==> src/rtl/ifetch_queue.sv <==
`default_nettype none
// +--------------------------------------------------------------------------+
// | Module   : ifetch_queue                                                  |
// | Purpose  : Decoupled instruction-fetch stage. Issues sequential word     |
// |            fetches to a 1-cycle synchronous instruction memory, buffers  |
// |            returned words with their PCs in a DEPTH-entry circular queue |
// |            and hands them to decode over a valid/ready handshake.        |
// |            A later stage steers the PC through Redirect; unconditional   |
// |            J instructions are optionally followed inside fetch.          |
// | Ports    : Clk/Clr          clock, async active-high reset               |
// |            Imem_Req/Addr    fetch request and word address              |
// |            Imem_Rdata       instruction for last cycle's request         |
// |            Redirect/_PC     flush queue and restart fetch                |
// |            Inst_Valid/Ready decode handshake on the queue head           |
// |            Inst/Inst_PC     head instruction and its PC                  |
// |            Inst_Pred        head is a J already followed by fetch        |
// | Revision : 1.0  initial release                                          |
// +--------------------------------------------------------------------------+
module ifetch_queue #(
   parameter int unsigned DEPTH       = 4,
   parameter logic [31:0] RESET_PC    = 32'h0000_0000,
   parameter bit          PREDECODE_J = 1'b1
) (
   input  logic        Clk,
   input  logic        Clr,
   output logic        Imem_Req,
   output logic [31:0] Imem_Addr,
   input  logic [31:0] Imem_Rdata,
   input  logic        Redirect,
   input  logic [31:0] Redirect_PC,
   output logic        Inst_Valid,
   input  logic        Inst_Ready,
   output logic [31:0] Inst,
   output logic [31:0] Inst_PC,
   output logic        Inst_Pred
);

   localparam int unsigned        c_PTR_W    = $clog2(DEPTH);
   localparam int unsigned        c_CNT_W    = $clog2(DEPTH + 1);
   localparam logic [5:0]         c_OP_J     = 6'b000010;
   localparam logic [c_PTR_W-1:0] c_PTR_ONE  = c_PTR_W'(1);
   localparam logic [c_CNT_W-1:0] c_CNT_ONE  = c_CNT_W'(1);
   localparam logic [c_CNT_W-1:0] c_CNT_FULL = c_CNT_W'(DEPTH);
   localparam logic [c_CNT_W:0]   c_CREDIT   = (c_CNT_W + 1)'(DEPTH);

   logic [31:0]        fpc_q, fpc_d;
   logic               if_v_q, if_v_d;
   logic [31:0]        if_pc_q, if_pc_d;
   logic [c_PTR_W-1:0] rd_ptr_q, rd_ptr_d;
   logic [c_PTR_W-1:0] wr_ptr_q, wr_ptr_d;
   logic [c_CNT_W-1:0] count_q, count_d;

   logic [31:0]        mem_inst [DEPTH];
   logic [31:0]        mem_pc   [DEPTH];
   logic [DEPTH-1:0]   mem_pred;

   logic               w_valid;
   logic               w_pop;
   logic               w_push;
   logic               w_jdet;
   logic               w_req;
   logic [c_CNT_W:0]   w_credit;
   logic               w_unused_bits;

   // Low redirect bits are forced to zero and never looked at.
   assign w_unused_bits = &{1'b0, Redirect_PC[1:0]};

   always_comb begin
      w_valid  = (count_q != '0);
      w_pop    = w_valid & Inst_Ready & ~Redirect;
      w_push   = if_v_q & ~Redirect;
      w_jdet   = PREDECODE_J & if_v_q & ~Redirect & (Imem_Rdata[31:26] == c_OP_J);
      // Slots already owned (queued + in flight) after this cycle's pop; a new
      // request is only issued when its response is guaranteed a free slot.
      w_credit = {1'b0, count_q}
               + {{c_CNT_W{1'b0}}, if_v_q}
               - {{c_CNT_W{1'b0}}, w_pop};
      // The cycle a J arrives is spent steering FPC to its target.
      w_req    = ~Redirect & ~w_jdet & (w_credit < c_CREDIT);
   end

   always_comb begin
      fpc_d    = fpc_q;
      if_v_d   = w_req;
      if_pc_d  = fpc_q;
      rd_ptr_d = rd_ptr_q;
      wr_ptr_d = wr_ptr_q;
      count_d  = count_q;
      if (Redirect) begin
         fpc_d    = {Redirect_PC[31:2], 2'b00};
         rd_ptr_d = '0;
         wr_ptr_d = '0;
         count_d  = '0;
      end else begin
         if (w_jdet) begin
            fpc_d = {if_pc_q[31:28], Imem_Rdata[25:0], 2'b00};
         end else if (w_req) begin
            fpc_d = fpc_q + 32'd4;
         end
         if (w_push) begin
            wr_ptr_d = wr_ptr_q + c_PTR_ONE;
         end
         if (w_pop) begin
            rd_ptr_d = rd_ptr_q + c_PTR_ONE;
         end
         case ({w_push, w_pop})
            2'b10:   count_d = count_q + c_CNT_ONE;
            2'b01:   count_d = count_q - c_CNT_ONE;
            default: count_d = count_q;
         endcase
      end
   end

   always_ff @(posedge Clk or posedge Clr) begin
      if (Clr) begin
         fpc_q    <= RESET_PC;
         if_v_q   <= 1'b0;
         if_pc_q  <= '0;
         rd_ptr_q <= '0;
         wr_ptr_q <= '0;
         count_q  <= '0;
      end else begin
         fpc_q    <= fpc_d;
         if_v_q   <= if_v_d;
         if_pc_q  <= if_pc_d;
         rd_ptr_q <= rd_ptr_d;
         wr_ptr_q <= wr_ptr_d;
         count_q  <= count_d;
      end
   end

   // Entry storage needs no reset: the count alone says which slots are live.
   always_ff @(posedge Clk) begin
      if (w_push) begin
         mem_inst[wr_ptr_q] <= Imem_Rdata;
         mem_pc[wr_ptr_q]   <= if_pc_q;
         mem_pred[wr_ptr_q] <= w_jdet;
      end
   end

   // Head outputs read as zero when empty, matching the reset values.
   always_comb begin
      Imem_Req   = w_req;
      Imem_Addr  = fpc_q;
      Inst_Valid = w_valid;
      Inst       = w_valid ? mem_inst[rd_ptr_q] : 32'h0;
      Inst_PC    = w_valid ? mem_pc[rd_ptr_q]   : 32'h0;
      Inst_Pred  = w_valid ? mem_pred[rd_ptr_q] : 1'b0;
   end

`ifndef SYNTHESIS
   // The issue credit makes a push into a full queue impossible.
   a_no_overflow : assert property (@(posedge Clk) disable iff (Clr)
      !(w_push && !w_pop && (count_q == c_CNT_FULL)));
`endif

endmodule
`default_nettype wire

==> config.mk <==
export PLATFORM = sky130hd
export DESIGN_NAME = ifetch_queue
export DESIGN_NICKNAME = d
export VERILOG_FILES = /design/src/rtl/ifetch_queue.sv
export SDC_FILE = /design/constraint.sdc
export NUM_CORES = 1
export LEC_CHECK = 0
export ABC_AREA = 1
export CAP_MARGIN = 20
export CORE_ASPECT_RATIO = 0.6
export CORE_MARGIN = 4
export CORE_UTILIZATION = 40
export CTS_CLUSTER_SIZE = 12
export DETAILED_ROUTE_END_ITERATION = 10
export MAX_ROUTING_LAYER = met4
export PLACE_DENSITY = 0.62
export SLEW_MARGIN = 10
export SYNTH_ARGS = -nofsm -noshare
export SYNTH_HDL_FRONTEND = slang
export SYNTH_SLANG_ARGS = --single-unit
export TNS_END_PERCENT = 20
==> constraint.sdc <==
create_clock -name Clk -period 10.35 [get_ports Clk]
set_clock_uncertainty 0.2 [all_clocks]
set_input_delay 2.07 -clock Clk [delete_from_list [all_inputs] [get_ports Clk]]
set_output_delay 2.07 -clock Clk [all_outputs]
set_load 0.03 [all_outputs]
# ---- Word-level counts from Yosys, hierarchy flattened
# Memories as Yosys holds them, arrays and structs flattened.
# Cells that the tools add are included.
# W data, S select, Z words.
dict set report op_classes {
  add_sub_neg 7
  magnitude_cmp 4
  eq_ne 3
  mux 19
  n_bitwise 8
  n_reduce_logical 6
}
# operator n
set op_table {}
lappend op_table {{$mux W32} 5}
lappend op_table {{$add A32 B3 Y32 const B} 1}
lappend op_table {{$reduce_bool A3 Y1} 3}
lappend op_table {{$mux W2} 4}
lappend op_table {{$and A1 B1 Y1} 6}
lappend op_table {{$eq A6 B2 Y1 const B} 1}
lappend op_table {{$lt A2 B3 Y1 const B} 2}
lappend op_table {{$pmux W3 S2} 1}
lappend op_table {{$mux W1} 5}
lappend op_table {{$add A2 B1 Y2 const B} 2}
lappend op_table {{$add A3 B1 Y4} 1}
lappend op_table {{$bwmux W4} 1}
lappend op_table {{$lt A4 B3 Y1 const B} 1}
lappend op_table {{$reduce_bool A2 Y1} 2}
lappend op_table {{$sub A4 B1 Y4} 1}
lappend op_table {{$add A3 B1 Y3 const B} 1}
lappend op_table {{$mux W3} 1}
lappend op_table {{$sub A3 B1 Y3 const B} 1}
lappend op_table {{$bmux W1 S2} 1}
lappend op_table {{$demux W1 S2} 1}
lappend op_table {{$eq A2 B1 Y1 const B} 1}
lappend op_table {{$eq A2 B2 Y1 const B} 1}
lappend op_table {{$ge A2 B1 Y1 const B} 1}
lappend op_table {{$not A1 Y1} 2}
lappend op_table {{$logic_and A1 B1 Y1} 1}
dict set report word_totals {
  register_bits 76
  ram_bits 256
  in_bits 68
  output_inout_bits 99
  wordCells 56
  n_memories 2
}
# name words width read_ports rd_clocked_by_memory_dff wr line_no
set memory_table {}
lappend memory_table {mem_inst 4 32 1 0 1 53} ;# logic [31:0] mem_inst [DEPTH];
lappend memory_table {mem_pc 4 32 1 0 1 54} ;# logic [31:0] mem_pc [DEPTH];

# ---- Longest topological paths before layout
dict set report logic_depth {
  depth_word 9
  ltp_mapped 17
  depth_no_buf 16
}

# ---- Worst setup path before layout
# Ideal clock, no wire load.
dict set report synth_timing {
  path_type {input to output}
  startpoint {input port Redirect}
  endpoint {output port Imem_Req}
  t_arrival_ns 3.878
  required_ns 8.080
  slack_ns 4.202
  cell_stages 10
  n_path_buf 1
  cell_sequence {clkbuf_1 nor2_1 ha_1 inv_1 ha_1 nand3b_1 nand2_1 nand2_1 nand3_1 nor3_1}
}
dict set report synth_between {
  elab_chain_len 6
  elab_cells_between_ends 9
  cone_classes {1 x add/sub; 1 x order compare; 7 x bitwise}
}
# item line_no
set synth_rtl {}
lappend synth_rtl {{from (decl)} 29} ;# input logic Redirect,
lappend synth_rtl {{$not A1 Y1 (*)} {70, 72, 79}}
lappend synth_rtl {{parallel branches: the longest is 4 deep, another holds $sub A4 B1 Y4} n/a}
lappend synth_rtl {{$and A1 B1 Y1 (*)} 79} ;# w_req = ~Redirect & ~w_jdet & (w_credit < c_CREDIT);
lappend synth_rtl {{to (decl)} 26} ;# output logic Imem_Req,
# Mark *: on every way between the ends.

# ---- Final worst setup path
# Same ends and word-level chain as after synthesis.

==> metrics.yaml <==
clock_path_buffers: 3
core-area_um2: 33700
grt_pass1_wl_um: 56000
die_h_um: 151.3
period_minus_slack_ns: 7.332
drtPass1Iterations: 6
dieArea_um2: 37330
yosys_warnings: 0
grt_max_degree: 80
insertion_delay_ns: 0.52
numPortBuffers: 160
finalCritPeriodShare: 0.7084
ys_ff_latch: 320
finalMaxSlewViolations: 0
critPathArrivalTime_ns: 5.06
start_util: 0.4061
nNetsFinal: 1551
hold_path_end: "mem_pc[0][6]"
vias_per_cell: 4.996
h-tree-depth: 2
wl_per_cell_um: 18.99
ff2ff_setup_slack_ns: 7.42
cp-end-kind: "primary output"
status: "completed"
tightestPinTransition_ns: 1.033
ff_latch_area_um2: 9276
postSynthAreaPerCell_um2: 10.29
cts_tree: "done"
tns_ns: 0
placed_area_um2: 15700
grt_pass1_vias: 9174
post-place-ws_ns: 3.067
seq_area_frac_synth: 0.6773
postLayoutSetupSlackWorst_ns: 3.018
synth-edff-count: 252
drv_cap: 0
placedCellCount: 1896
grt_use_total: 0.2042
layout_common_cells: "348 x nor2_1, 252 x edfxtp_1, 227 x nand2_1"
synth.top_cell.area_share: 0.5529
ios: 167
rsz0062_at_grt: "false"
post_cts_resized: 0
maxSlewHeadroom: 0.3096
criticalPathCategory: "primary input to primary output"
antenna_found_initial: 1
cts_buffers: 34
min_path_type: "register to register"
post_cts_buffers: 0
async_flop_share: 0.2125
timing.rr.start: "count_q[2]"
rr_worst_depth: 15
area_growth_pct: 22.21
cp_data_required_time_ns: 8.08
fillers: 3051
r2r_end: "Imem_Addr[21]"
ys.flop_type: "edfxtp_1"
wirelength_um: 37100
ant_nets: 0
utilization: 0.4963
gp_congestion: 0.8987
fmax_mhz: 136.4
die-width_um: 246.8
cellPowerDensity_nw_per_um2: 287.9
drc: 0
power_leakage_nw: 6.211
clk_pin_slew_ns: 0.06
synth_top_area_cell: "edfxtp_1"
stdcell_count: 1954
holdPathStages: 0
postSynthCellCount: 1330
cts_root_buf: "clkbuf_16"
worstPathMaxFanout: 13
hold_buffers: 0
multi_input_area_um2: 3954
peakVddDrop_uv: 144.0
final_area_um2: 16720
grt_overflow: 0
synth_area_leaders: "edfxtp_1 55%, dfrtp_1 12%, nor2_1 9.7%, nand2_1 6.2%, o21ai_0 4.8%"
vias: 9762
cp-start-kind: "primary input"
hold_violations: 0
yosysUniqueCellTypes: 35
drtIter0Drc: 752
worstHoldStart: "if_pc_q[6]"
final_common_cell: "nor2_1"
syn_area_um2: 13690
setup_viol: 0
numClockSinks: 320
drive_gt1_frac: 0.05023
num_rows: 52
dp_hpwl_um: 23170
flip-flops by register name, summed over array words and instances (netlist names):
register and count:
if_v_q 1, mem_pred 4, mem_inst 128, Imem_Addr 30
if_pc_q 30, rd_ptr_q 2, mem_pc 120, count_q 3
wr_ptr_q 2
report_power, final:
| group | internal [mW] | switching, mW | total, mW |
|---|---|---|---|
| Combinational | 0.622 | 1.14 | 1.76 |
| Sequential | 1.66 | 0.272 | 1.93 |
| Clock | 0.653 | 0.474 | 1.13 |
| Total | 2.93 | 1.88 | 4.81 |
worst max-delay path: stages:
cell	delay, ns
clkdlybuf4s50_1	0.88
nor2_1	0.15
ha_1	0.22
inv_1	0.05
ha_1	0.21
nand3b_1	0.10
nand2_1	0.06
nand2_1	0.05
nand3_1	0.12
nor3_1	0.34
clkdlybuf4s50_1	0.79
worst max-delay path by stage:
stage / startpoint / to / cells after the start
2_1_floorplan: Redirect / Imem_Req / 10
3_3_place_gp: Redirect / Imem_Req / 11
3_5_place_dp: Redirect / Imem_Req / 11
4_1_cts: Redirect / Imem_Req / 11
5_1_grt: Redirect / Imem_Req / 11
6_report: Redirect / Imem_Req / 11
final cells by class:
cell class,instances,area share
Inverter,57,0.01309
Clock buffer,49,0.05611
Antenna cell,2,0.0002992
Sequential cell,320,0.5546
Clock inverter,6,0.003666
Timing Repair Buffer,171,0.1014
Multi-Input combinational cell,890,0.2364
Tap cell,459,0.03434
routing by layer:
layer / global-route usage / part of all wire / wire, um
met3: 0.03167 / 0.048 / 1787
met1: 0.2951 / 0.48 / 17760
met4: 0.06007 / 0.025 / 932
met5: - / 0 / 0
met2: 0.3010 / 0.45 / 16610
kinds of logic after synthesis:
kind of cell,Yosys count,synth area share
buffers and inverters,123,0.03684
flip-flops,320,0.6773
adder cells (fa/ha/maj),9,0.008777
AND/OR/NAND/NOR,654,0.1903
AO/OA/AOI/OAI,214,0.08082
other,1,0.0002740
XOR/XNOR,9,0.005759
stage by stage:
step                hold WS (ns)  power [mW]
floorplan                 0.2547       2.936
global placement          0.2698       3.696
detailed placement        0.2721       3.718
CTS                       0.2832       4.854
global route              0.3041       5.080
finish                    0.2837       4.814
cells in the mapped netlist (2+ instances only):
library cell	count
buf_2	11
o21ai_0	132
nand4_1	7
buf_4	5
edfxtp_1	252
o21bai_1	8
nand2_4	2
xnor2_1	4
clkbuf_1	38
buf_1	11
nand3_1	55
inv_2	5
nand2_1	227
a21oi_1	67
nor2_1	352
dfrtp_1	68
o211ai_1	4
xor2_1	5
ha_1	8
inv_1	50
nand3b_1	2
nor2_2	4
No activity file was read; power rests on OpenSTA's default activity.
